## src/rtl/vx_issue_perf_ctrs.sv

```systemverilog
// vx_issue_perf_ctrs: classifies issue-stage stall events and accumulates them into free-running perf counters
module vx_issue_perf_ctrs #(
   parameter int PERF_CTR_BITS = 44,
   parameter int NUM_THREADS   = 4,
   parameter int FPU_ENABLE    = 1
) (
   input  logic                     clk,
   input  logic                     reset,
   input  logic                     perf_clear,
   input  logic                     perf_freeze,
   input  logic                     ibuf_in_valid,
   input  logic                     ibuf_in_ready,
   input  logic                     ibuf_out_valid,
   input  logic                     scb_ready,
   input  logic                     disp_valid,
   input  logic [2:0]               disp_ex_type,
   input  logic [NUM_THREADS-1:0]   disp_tmask,
   input  logic                     alu_ready,
   input  logic                     lsu_ready,
   input  logic                     csr_ready,
   input  logic                     fpu_ready,
   input  logic                     gpu_ready,
   output logic [PERF_CTR_BITS-1:0] ibf_stalls,
   output logic [PERF_CTR_BITS-1:0] scb_stalls,
   output logic [PERF_CTR_BITS-1:0] alu_stalls,
   output logic [PERF_CTR_BITS-1:0] lsu_stalls,
   output logic [PERF_CTR_BITS-1:0] csr_stalls,
   output logic [PERF_CTR_BITS-1:0] fpu_stalls,
   output logic [PERF_CTR_BITS-1:0] gpu_stalls,
   output logic [PERF_CTR_BITS-1:0] active_threads
);
   localparam int TW = $clog2(NUM_THREADS + 1);
   typedef struct packed {
      logic          ibf;
      logic          scb;
      logic          alu;
      logic          lsu;
      logic          csr;
      logic          fpu;
      logic          gpu;
      logic [TW-1:0] thr;
   } ev_t;
   ev_t ev_d, ev_q;
   logic unit_rdy;
   logic [TW-1:0] pop;
   logic [7:0][PERF_CTR_BITS-1:0] cnt_d, cnt_q;
   always_comb begin
      pop = '0;
      for (int i = 0; i < NUM_THREADS; i++) pop = pop + TW'(disp_tmask[i]);
      unit_rdy = (disp_ex_type == 3'd0) ? alu_ready :
                 (disp_ex_type == 3'd1) ? lsu_ready :
                 (disp_ex_type == 3'd2) ? csr_ready :
                 (disp_ex_type == 3'd3) ? fpu_ready :
                 (disp_ex_type == 3'd4) ? gpu_ready : 1'b1;
      ev_d.ibf = ibuf_in_valid & ~ibuf_in_ready;
      ev_d.scb = ibuf_out_valid & ~scb_ready;
      ev_d.alu = disp_valid & (disp_ex_type == 3'd0) & ~alu_ready;
      ev_d.lsu = disp_valid & (disp_ex_type == 3'd1) & ~lsu_ready;
      ev_d.csr = disp_valid & (disp_ex_type == 3'd2) & ~csr_ready;
      ev_d.fpu = (FPU_ENABLE != 0) & disp_valid & (disp_ex_type == 3'd3) & ~fpu_ready;
      ev_d.gpu = disp_valid & (disp_ex_type == 3'd4) & ~gpu_ready;
      ev_d.thr = (disp_valid & unit_rdy) ? pop : '0;
      // frozen cycles load an empty event so nothing captured under freeze is ever counted
      ev_d = perf_freeze ? '0 : ev_d;
      cnt_d[0] = cnt_q[0] + PERF_CTR_BITS'(ev_q.ibf);
      cnt_d[1] = cnt_q[1] + PERF_CTR_BITS'(ev_q.scb);
      cnt_d[2] = cnt_q[2] + PERF_CTR_BITS'(ev_q.alu);
      cnt_d[3] = cnt_q[3] + PERF_CTR_BITS'(ev_q.lsu);
      cnt_d[4] = cnt_q[4] + PERF_CTR_BITS'(ev_q.csr);
      cnt_d[5] = cnt_q[5] + PERF_CTR_BITS'(ev_q.fpu);
      cnt_d[6] = cnt_q[6] + PERF_CTR_BITS'(ev_q.gpu);
      cnt_d[7] = cnt_q[7] + PERF_CTR_BITS'(ev_q.thr);
      cnt_d = perf_freeze ? cnt_q : cnt_d;
   end
   always_ff @(posedge clk) begin
      if (reset || perf_clear) begin
         ev_q  <= '0;
         cnt_q <= '0;
      end else begin
         ev_q  <= ev_d;
         cnt_q <= cnt_d;
      end
   end
   assign ibf_stalls     = cnt_q[0];
   assign scb_stalls     = cnt_q[1];
   assign alu_stalls     = cnt_q[2];
   assign lsu_stalls     = cnt_q[3];
   assign csr_stalls     = cnt_q[4];
   assign fpu_stalls     = cnt_q[5];
   assign gpu_stalls     = cnt_q[6];
   assign active_threads = cnt_q[7];
endmodule
```

## config.mk

```make
export PLATFORM = sky130hd
export DESIGN_NAME = vx_issue_perf_ctrs
export DESIGN_NICKNAME = d
export VERILOG_FILES = /design/src/rtl/vx_issue_perf_ctrs.sv
export SDC_FILE = /design/constraint.sdc
export NUM_CORES = 1
export LEC_CHECK = 0
export BUFFER_PORTS_ARGS = -buffer_cell sky130_fd_sc_hd__buf_2
export CAP_MARGIN = 20
export CORE_MARGIN = 10
export CORE_UTILIZATION = 40
export CTS_CLUSTER_SIZE = 10
export DETAILED_ROUTE_END_ITERATION = 10
export GPL_TIMING_DRIVEN = 0
export PLACE_DENSITY = 0.69
export REMOVE_ABC_BUFFERS = 1
export SETUP_SLACK_MARGIN = 0.3
export SLEW_MARGIN = 20
export SYNTH_ARGS = -nofsm -noshare
export SYNTH_HDL_FRONTEND = slang
export SYNTH_SLANG_ARGS = --single-unit
```

## constraint.sdc

```tcl
create_clock -name clk -period 5.6 [get_ports clk]
set_input_delay 0.84 -clock clk [delete_from_list [all_inputs] [get_ports clk]]
set_output_delay 0.84 -clock clk [all_outputs]
set_load 0.02 [all_outputs]
```

* After elaboration in Yosys (flattened, before gate mapping)
Index checks and enable logic that the tools add are counted.
W data, S select, Z words.
** Storage, ports and cells
- Register bits after elaboration :: 362
- Bits of input ports :: 21
- Output and inout bits :: 352
** Cells by class
- $add $sub $neg :: 11
- Multiplexer cells :: 5
- Bitwise gates (word level) :: 21
- Reductions and logical operators :: 4
- Eq/ne operators :: 4
** Operator list (number)
- $add A44 B1 Y44 :: 7
- $add A44 B3 Y44 :: 1
- $and A1 B1 Y1 :: 13
- $not A1 Y1 :: 8
- $eq A3 B2 Y1 const B :: 2
- $mux W1 :: 5
- $add A2 B1 Y3 :: 1
- $add A3 B1 Y3 :: 1
- $eq A3 B1 Y1 const B :: 1
- $eq A3 B3 Y1 const B :: 1
- $logic_not A3 Y1 :: 1
- $reduce_or A3 Y1 :: 1
- $add A1 B1 Y2 :: 1
- $reduce_or A2 Y1 :: 1
- $logic_or A1 B1 Y1 :: 1

* Logic depth before layout (Yosys ltp)
Gate-level depths: netlist (run 1).
- Depth in word-level cells :: 9
- Mapped depth :: 9
- Mapped depth without buffers :: 8

* Worst setup path before layout (run 1)
OpenSTA, ideal clock, no wires.
- Path type :: reg-to-reg
- From :: register cnt_q (netlist bit active_threads[0])
- To :: register cnt_q (netlist bit active_threads[40])
- Arrival :: 2.459 ns
- Path buffers :: 0
- Library setup time :: 0.116 ns
- Stages on the path, launching flop included :: 9
- Slack :: 3.024 ns
- Required time :: 5.484 ns
- Cell sequence :: dfxtp_1 -> ha_1 -> inv_1 -> fa_1 -> nor2b_1 -> o2111ai_1 -> nor4_1 -> a31oi_1 -> a41o_1
** On the way
- Longest elaborated chain between the ends :: 1
** RTL lines
- from (decl) :: line 46 : logic [7:0][PERF_CTR_BITS-1:0] cnt_d, cnt_q;
- from (signal assigned) :: line 81 : cnt_q <= cnt_d;
- $add A44 B3 Y44 :: line 72 : cnt_d[7] = cnt_q[7] + PERF_CTR_BITS'(ev_q.thr);
Every way passes these cells.
A chain may end at the register's enable or synchronous reset.

==> results of run 1 <==
[flip-flops by register name, indices dropped and copies added, names as in the netlist]
| name | flops |
|---|---|
| active_threads | 44 |
| alu_stalls | 44 |
| csr_stalls | 44 |
| ev_q | 10 |
| fpu_stalls | 44 |
| gpu_stalls | 44 |
| ibf_stalls | 44 |
| lsu_stalls | 44 |
| scb_stalls | 44 |
[kinds of logic after synthesis]
logic type	synth area share
simple gates	0.320
fa+ha+maj	0.0166
xor+xnor	0.127
flops	0.434
compound gates	0.0600
mux	0.0127
buf+inv	0.0293
[report_power, final]
| group | leakage, nW | total (W) | switching [W] | internal [W] |
|---|---|---|---|---|
| Clock | 0.586 | 0.00249 | 0.00103 | 0.00146 |
| Sequential | 2.91 | 0.00258 | 0.000000447 | 0.00258 |
| Combinational | 4.36 | 0.0000936 | 0.0000641 | 0.0000294 |
[area by class of cell]
type / count / area (µm²) / share of cell area
Multi-Input combinational cell: 1469 / 9030 / 0.444
Sequential cell: 362 / 7250 / 0.356
Timing Repair Buffer: 380 / 2040 / 0.100
Clock buffer: 55 / 1180 / 0.0582
Tap cell: 532 / 666 / 0.0327
Inverter: 44 / 165 / 0.00812
Clock inverter: 2 / 10.0 / 0.000492
[placed cells by master (no fill, tap or decap), drive strengths merged, types with 11 or more instances in the layout]
cell type,n
nand2,131
nor3,47
clkbuf,55
buf,380
ha,19
nor4,66
and4,34
nor2,307
nand3,90
inv,44
xor2,122
nand4,133
xnor2,121
o21ai,60
a21oi,79
nor2b,11
or4,23
nand4b,13
mux2i,19
and2,19
or3,68
and3,33
dfxtp,362
[per-layer routing]
layer,vias up,GRT usage
met5,-,0
met4,0,0.0750
met3,82,0.0481
met2,482,0.311
met1,7436,0.227
li1,7605,-
[final timing paths]
kind	startpoint	endpoint	slack (ps)	cells after the start
worst min register to register	scb_stalls[43]	scb_stalls[43]	490	2
worst max register to register	active_threads[0]	active_threads[40]	2890	8
worst min-delay path	ibuf_in_ready	ev_q[9]	480	2
worst max-delay path	perf_freeze	ibf_stalls[33]	2870	7
[stage by stage]
step                      cell area [µm²]  std cells  utilization  hold slack (ps)  setup TNS, ps
after global routing                20300       2844        0.495              458              0
final                               20300       2844        0.495              477              0
after global placement              18900       2779        0.460              460        -174670
after detailed placement            19100       2787        0.465              473              0
after CTS                           20300       2844        0.494              429              0
after floorplan                     16400       1875            -              544              0
[worst max-delay path, delay by kind of cell]
family / cells / cell delay (ps)
compound gates: 1 / 150
simple gates: 4 / 1600
buf+inv: 2 / 610
==> results.yml, run 1 <==
status:
  outcome: "finished clean"
cts:
  cts-resized-gates: 0
  cts.sinks: 362
  root_buffer: "clkbuf_16"
  clockBufferDepth: 3
  cts_htree_levels: 2
  numCtsBuffers: 43
  cts_setup_buffers: 0
  path_clk_slew_ps: 50
  cts_tree: "yes"
  cts_hold_buf: 0
  clk_latency_ps: 560
route:
  wl_per_cell_um: 17.2
  drt.antenna.violating_nets: 0
  drt-met1-wl_mm: 20.3
  firstDrtPassIters: 5
  vias: 15600
  drt_iter0_markers: 1030
  finalWirelength_mm: 48.9
  avgViaCountPerCell: 5.49
  drc: 0
  wl_met2_mm: 23.3
  dr_wl_met3_mm: 3.77
  maxUsedRoutingLayer: "met4"
final_layout:
  n_antenna_cell: 0
  area_delta_synth_final_pct: 21.7
  num-fill-cells: 3906
  drive_above_1_share: 0.198
  fin_nets: 2342
power_and_ir_drop:
  vdd.ir_drop.worst_mv: 0.193
  power_leakage_nw: 7.86
  p_per_area_nw_per_um2: 254
  design_power_total_w: 0.00516
place:
  dp_hpwl_mm: 35.5
  numPortBuffers: 372
  preCtsSetupSlack_ps: 2050
  gp_congestion: 0.843
die:
  core_um2: 41100
  die_area_um2: 50400
  die_w_um: 224
  start_util: 0.407
  rows: 74
  ioPinCount: 373
  dieHeight_um: 224
timing:
  post-route-period-util: 0.487
  rsz0062_at_grt: "no"
  setup_slack_ps: 2870
  finalSetupViolCount: 0
  relSlewSlack: 0.351
  drv_slew: 0
  finalHoldViolCount: 0
  worstMarginPinSlew_ps: 972
  period_minus_slack_ps: 2730
  max_freq_mhz: 367
  fin_skew_ps: 17.3
synthesis:
  synth_seq_cells: 362
  synth_area_um2: 16700
  yosys_warnings: 0
  synthesis.instances: 1959
  synth.yosys.seq_area_share: 0.434
  synthFlopType: "dfxtp_1"
  synth.most_common_cell: "dfxtp_1"
  syn_avg_cell_area_um2: 8.53
  yosysTopAreaCellShare: 0.434
  ys_types: 54
  synth_area_leaders: "dfxtp_1 (43%), nor2_1 (6.9%), xor2_1 (6.4%)"
  netlist.top_cell.by_area: "dfxtp_1"
  synth_edf_count: 0
  async_reset_ff_frac: 0
  ys_top_cells_by_count: "dfxtp_1 (362), nor2_1 (307), nand4_1 (132)"
global_routing:
  grt_usage: 0.187
  grt_antenna_before_repair: 0
  grt_pass1_wl_mm: 78.9
  grt.overflow.total: 0
  grt_max_degree: 69
  grt_pass1_vias: 14800
worst_setup_path:
  cpMostUsedCell: "nand4b_1"
  crit_required_ps: 6090
  cp_max_fo: 50
  slowest_delay_ps: 510
  critPathSlowestCell: "or4b_1"
  cp_cell_sequence: "buf_4, nand4b_1, nor4_2, buf_2, nand4b_1, or4b_1, a21oi_1"
  worstSetupStartpointType: "input port"
  path_class: "in -> reg"
  cp_data_arrival_time_ps: 3210
  cp-end-kind: "register"
flow_run:
  cap_violations: 0
worst_hold_path:
  hold_path.class: "in -> reg"
Note: power is estimated with default switching activity, not from simulation.
==> inputs of run 2 (changes only) <==
--- a/config.mk
+++ b/config.mk
@@ -5,6 +5,7 @@
 export SDC_FILE = /design/constraint.sdc
 export NUM_CORES = 1
 export LEC_CHECK = 0
+export ABC_AREA = 1
 export BUFFER_PORTS_ARGS = -buffer_cell sky130_fd_sc_hd__buf_2
 export CAP_MARGIN = 20
 export CORE_MARGIN = 10
@@ -12,7 +13,7 @@
 export CTS_CLUSTER_SIZE = 10
 export DETAILED_ROUTE_END_ITERATION = 10
 export GPL_TIMING_DRIVEN = 0
-export PLACE_DENSITY = 0.69
+export PLACE_DENSITY = 0.68
 export REMOVE_ABC_BUFFERS = 1
 export SETUP_SLACK_MARGIN = 0.3
 export SLEW_MARGIN = 20
==> constraint.sdc (replaced) <==
create_clock -name clk -period 2.75 [get_ports clk]
set_input_delay 0.4125 -clock clk [delete_from_list [all_inputs] [get_ports clk]]
set_output_delay 0.4125 -clock clk [all_outputs]
set_load 0.02 [all_outputs]
==> run 2 against run 1 <==
- synthesized cell count is 59% higher
- sequential power grew 100%
- critical path depth grew 4
- clock power is 130% higher
- register-to-register slack got worse by 2400 ps
- clock skew decreased by 1.8 ps
- critical endpoint is now alu_stalls[34]
- count of clock-buffer cells in the layout grew 11
==> results.yml, run 2 <==
cts:
  clockBufferDepth: 3
  cts_setup_buffers: 0
  numCtsBuffers: 45
  clk_latency_ps: 560
  root_buffer: "clkbuf_16"
  cts_tree: "yes"
  cts_htree_levels: 2
  cts.sinks: 362
  path_clk_slew_ps: 50
global_routing:
  grt_pass1_wl_mm: 101
  grt_usage: 0.204
  grt_max_degree: 78
  grt_antenna_before_repair: 1
  grt.overflow.total: 0
  grt_pass1_vias: 18700
route:
  firstDrtPassIters: 5
  drt_iter0_markers: 1262
  wl_per_cell_um: 15.1
  drt.antenna.violating_nets: 0
  finalWirelength_mm: 63.3
  avgViaCountPerCell: 4.92
  drc: 0
  vias: 20600
synthesis:
  ys_top_cells_by_count: "nand2_1 (764), nor2_1 (603), inv_1 (425)"
  synth.most_common_cell: "nand2_1"
  synth_edf_count: 0
  synthesis.instances: 3120
  yosysTopAreaCellShare: 0.365
  netlist.top_cell.by_area: "dfxtp_1"
  synthFlopType: "dfxtp_1"
  async_reset_ff_frac: 0
  syn_avg_cell_area_um2: 6.37
  synth_seq_cells: 362
  synth_area_leaders: "dfxtp_1 (36%), nand2_1 (14%), nor2_1 (11%)"
  ys_types: 44
  yosys_warnings: 0
  synth_area_um2: 19900
  synth.yosys.seq_area_share: 0.365
worst_setup_path:
  path_class: "in -> reg"
  reg2reg_from: "active_threads[0]"
  cp_max_fo: 49
  cp_data_arrival_time_ps: 2730
  crit_start: "perf_freeze"
  worstSetupStartpointType: "input port"
  crit_required_ps: 3210
  cp-end-kind: "register"
die:
  ioPinCount: 373
  die_area_um2: 59000
  core_um2: 49100
  die_w_um: 243
  start_util: 0.405
  rows: 81
  dieHeight_um: 243
final_layout:
  n_antenna_cell: 0
  layout_common_cells: "nand2_1 (764), nor2_1 (601), inv_1 (425)"
  drive_above_1_share: 0.156
  area_delta_synth_final_pct: 21.1
  fin_nets: 3542
  stdcell_area_um2: 24100
  layout_commonest_cell: "nand2_1"
place:
  preCtsSetupSlack_ps: -665
  numPortBuffers: 372
  dpl_cell_area_um2: 22600
  gp_congestion: 0.932
  dp_hpwl_mm: 48.5
timing:
  setup_tns_ps: 0
  setup_slack_ps: 484
  drv_slew: 0
  rsz0062_at_grt: "no"
  fin_skew_ps: 15.5
  period_minus_slack_ps: 2270
  relSlewSlack: 0.619
  worstMarginPinSlew_ps: 572
  finalHoldViolCount: 0
  post-route-period-util: 0.824
  max_freq_mhz: 441
  finalSetupViolCount: 0
worst_hold_path:
  hold_path.class: "in -> reg"
  hp-start: "scb_ready"
power_and_ir_drop:
  p_per_area_nw_per_um2: 471
  power_leakage_nw: 9.80
  design_power_total_w: 0.0113
  vdd.ir_drop.worst_mv: 0.393
status:
  outcome: "finished clean"
flow_run:
  cap_violations: 0
[run 2: critical path, stage by stage]
cell and delay, ps:
buf_4 200, buf_16 220, inv_4 300, buf_16 290, nand4_1 200, nor2_1 370, nand4_1 280, nor2_1 240
nand2_1 70, nand2_1 60, nor2_1 30
[run 2: report_power, final]
group,total [W],internal [W],leakage [nW],switching (W)
clock,0.00577,0.00348,0.686,0.00229
combinational,0.000304,0.0000972,6.20,0.000207
sequential,0.00525,0.00525,2.91,0.00000207
total,0.0113,0.00883,9.80,0.00250
[run 2: cell type report]
cell class / instances / area [µm²]
Clock buffer: 66 / 1330
Clock inverter: 4 / 73.8
Fill cell: 5141 / 25000
Inverter: 433 / 1640
Multi-Input combinational cell: 2274 / 10800
Sequential cell: 362 / 7250
Tap cell: 664 / 831
Timing Repair Buffer: 384 / 2160
[run 2: path summary, 6_finish.rpt]
path / to / slack [ps] / cells after the start
worst max register to register: active_threads[22] / 540 / 13
worst max-delay path: alu_stalls[34] / 480 / 11
worst min register to register: lsu_stalls[10] / 470 / 2
worst min-delay path: ev_q[8] / 40 / 2
[run 2: what timing repair did]
item | CTS | global route
endpoints found under the setup margin | 7 | 3
pin swaps | 0 | 0
gates resized for setup | 2 | 2
hold buffers | 1 | 0
endpoints found under the hold margin | 1 | 0
[run 2: stage by stage]
stage / cells / hold slack (ps) / util
after floorplan: 3069 / 484 / -
after global placement: 4105 / 454 / 0.455
after detailed placement: 4116 / 455 / 0.461
after CTS: 4187 / 0.256 / 0.490
after global routing: 4187 / 26.0 / 0.491
final: 4187 / 36.1 / 0.491
[run 2: layer usage]
layer  up-vias  share of wire  GRT usage
met2       596           0.46      0.335
met1      9260           0.44      0.264
met3        85          0.078     0.0486
li1      10700              -          -
met4         2          0.019     0.0537
met5         -        0.00019          0
[run 2: kinds of logic after synthesis]
family | Yosys count | synth area share
AOI/OAI and AO/OA | 298 | 0.0800
xor gates and xnor gates | 50 | 0.0220
adders and majority gates | 21 | 0.0140
buffers and inverters | 484 | 0.0937
DFF | 362 | 0.365
and+or+nand+nor | 1905 | 0.426
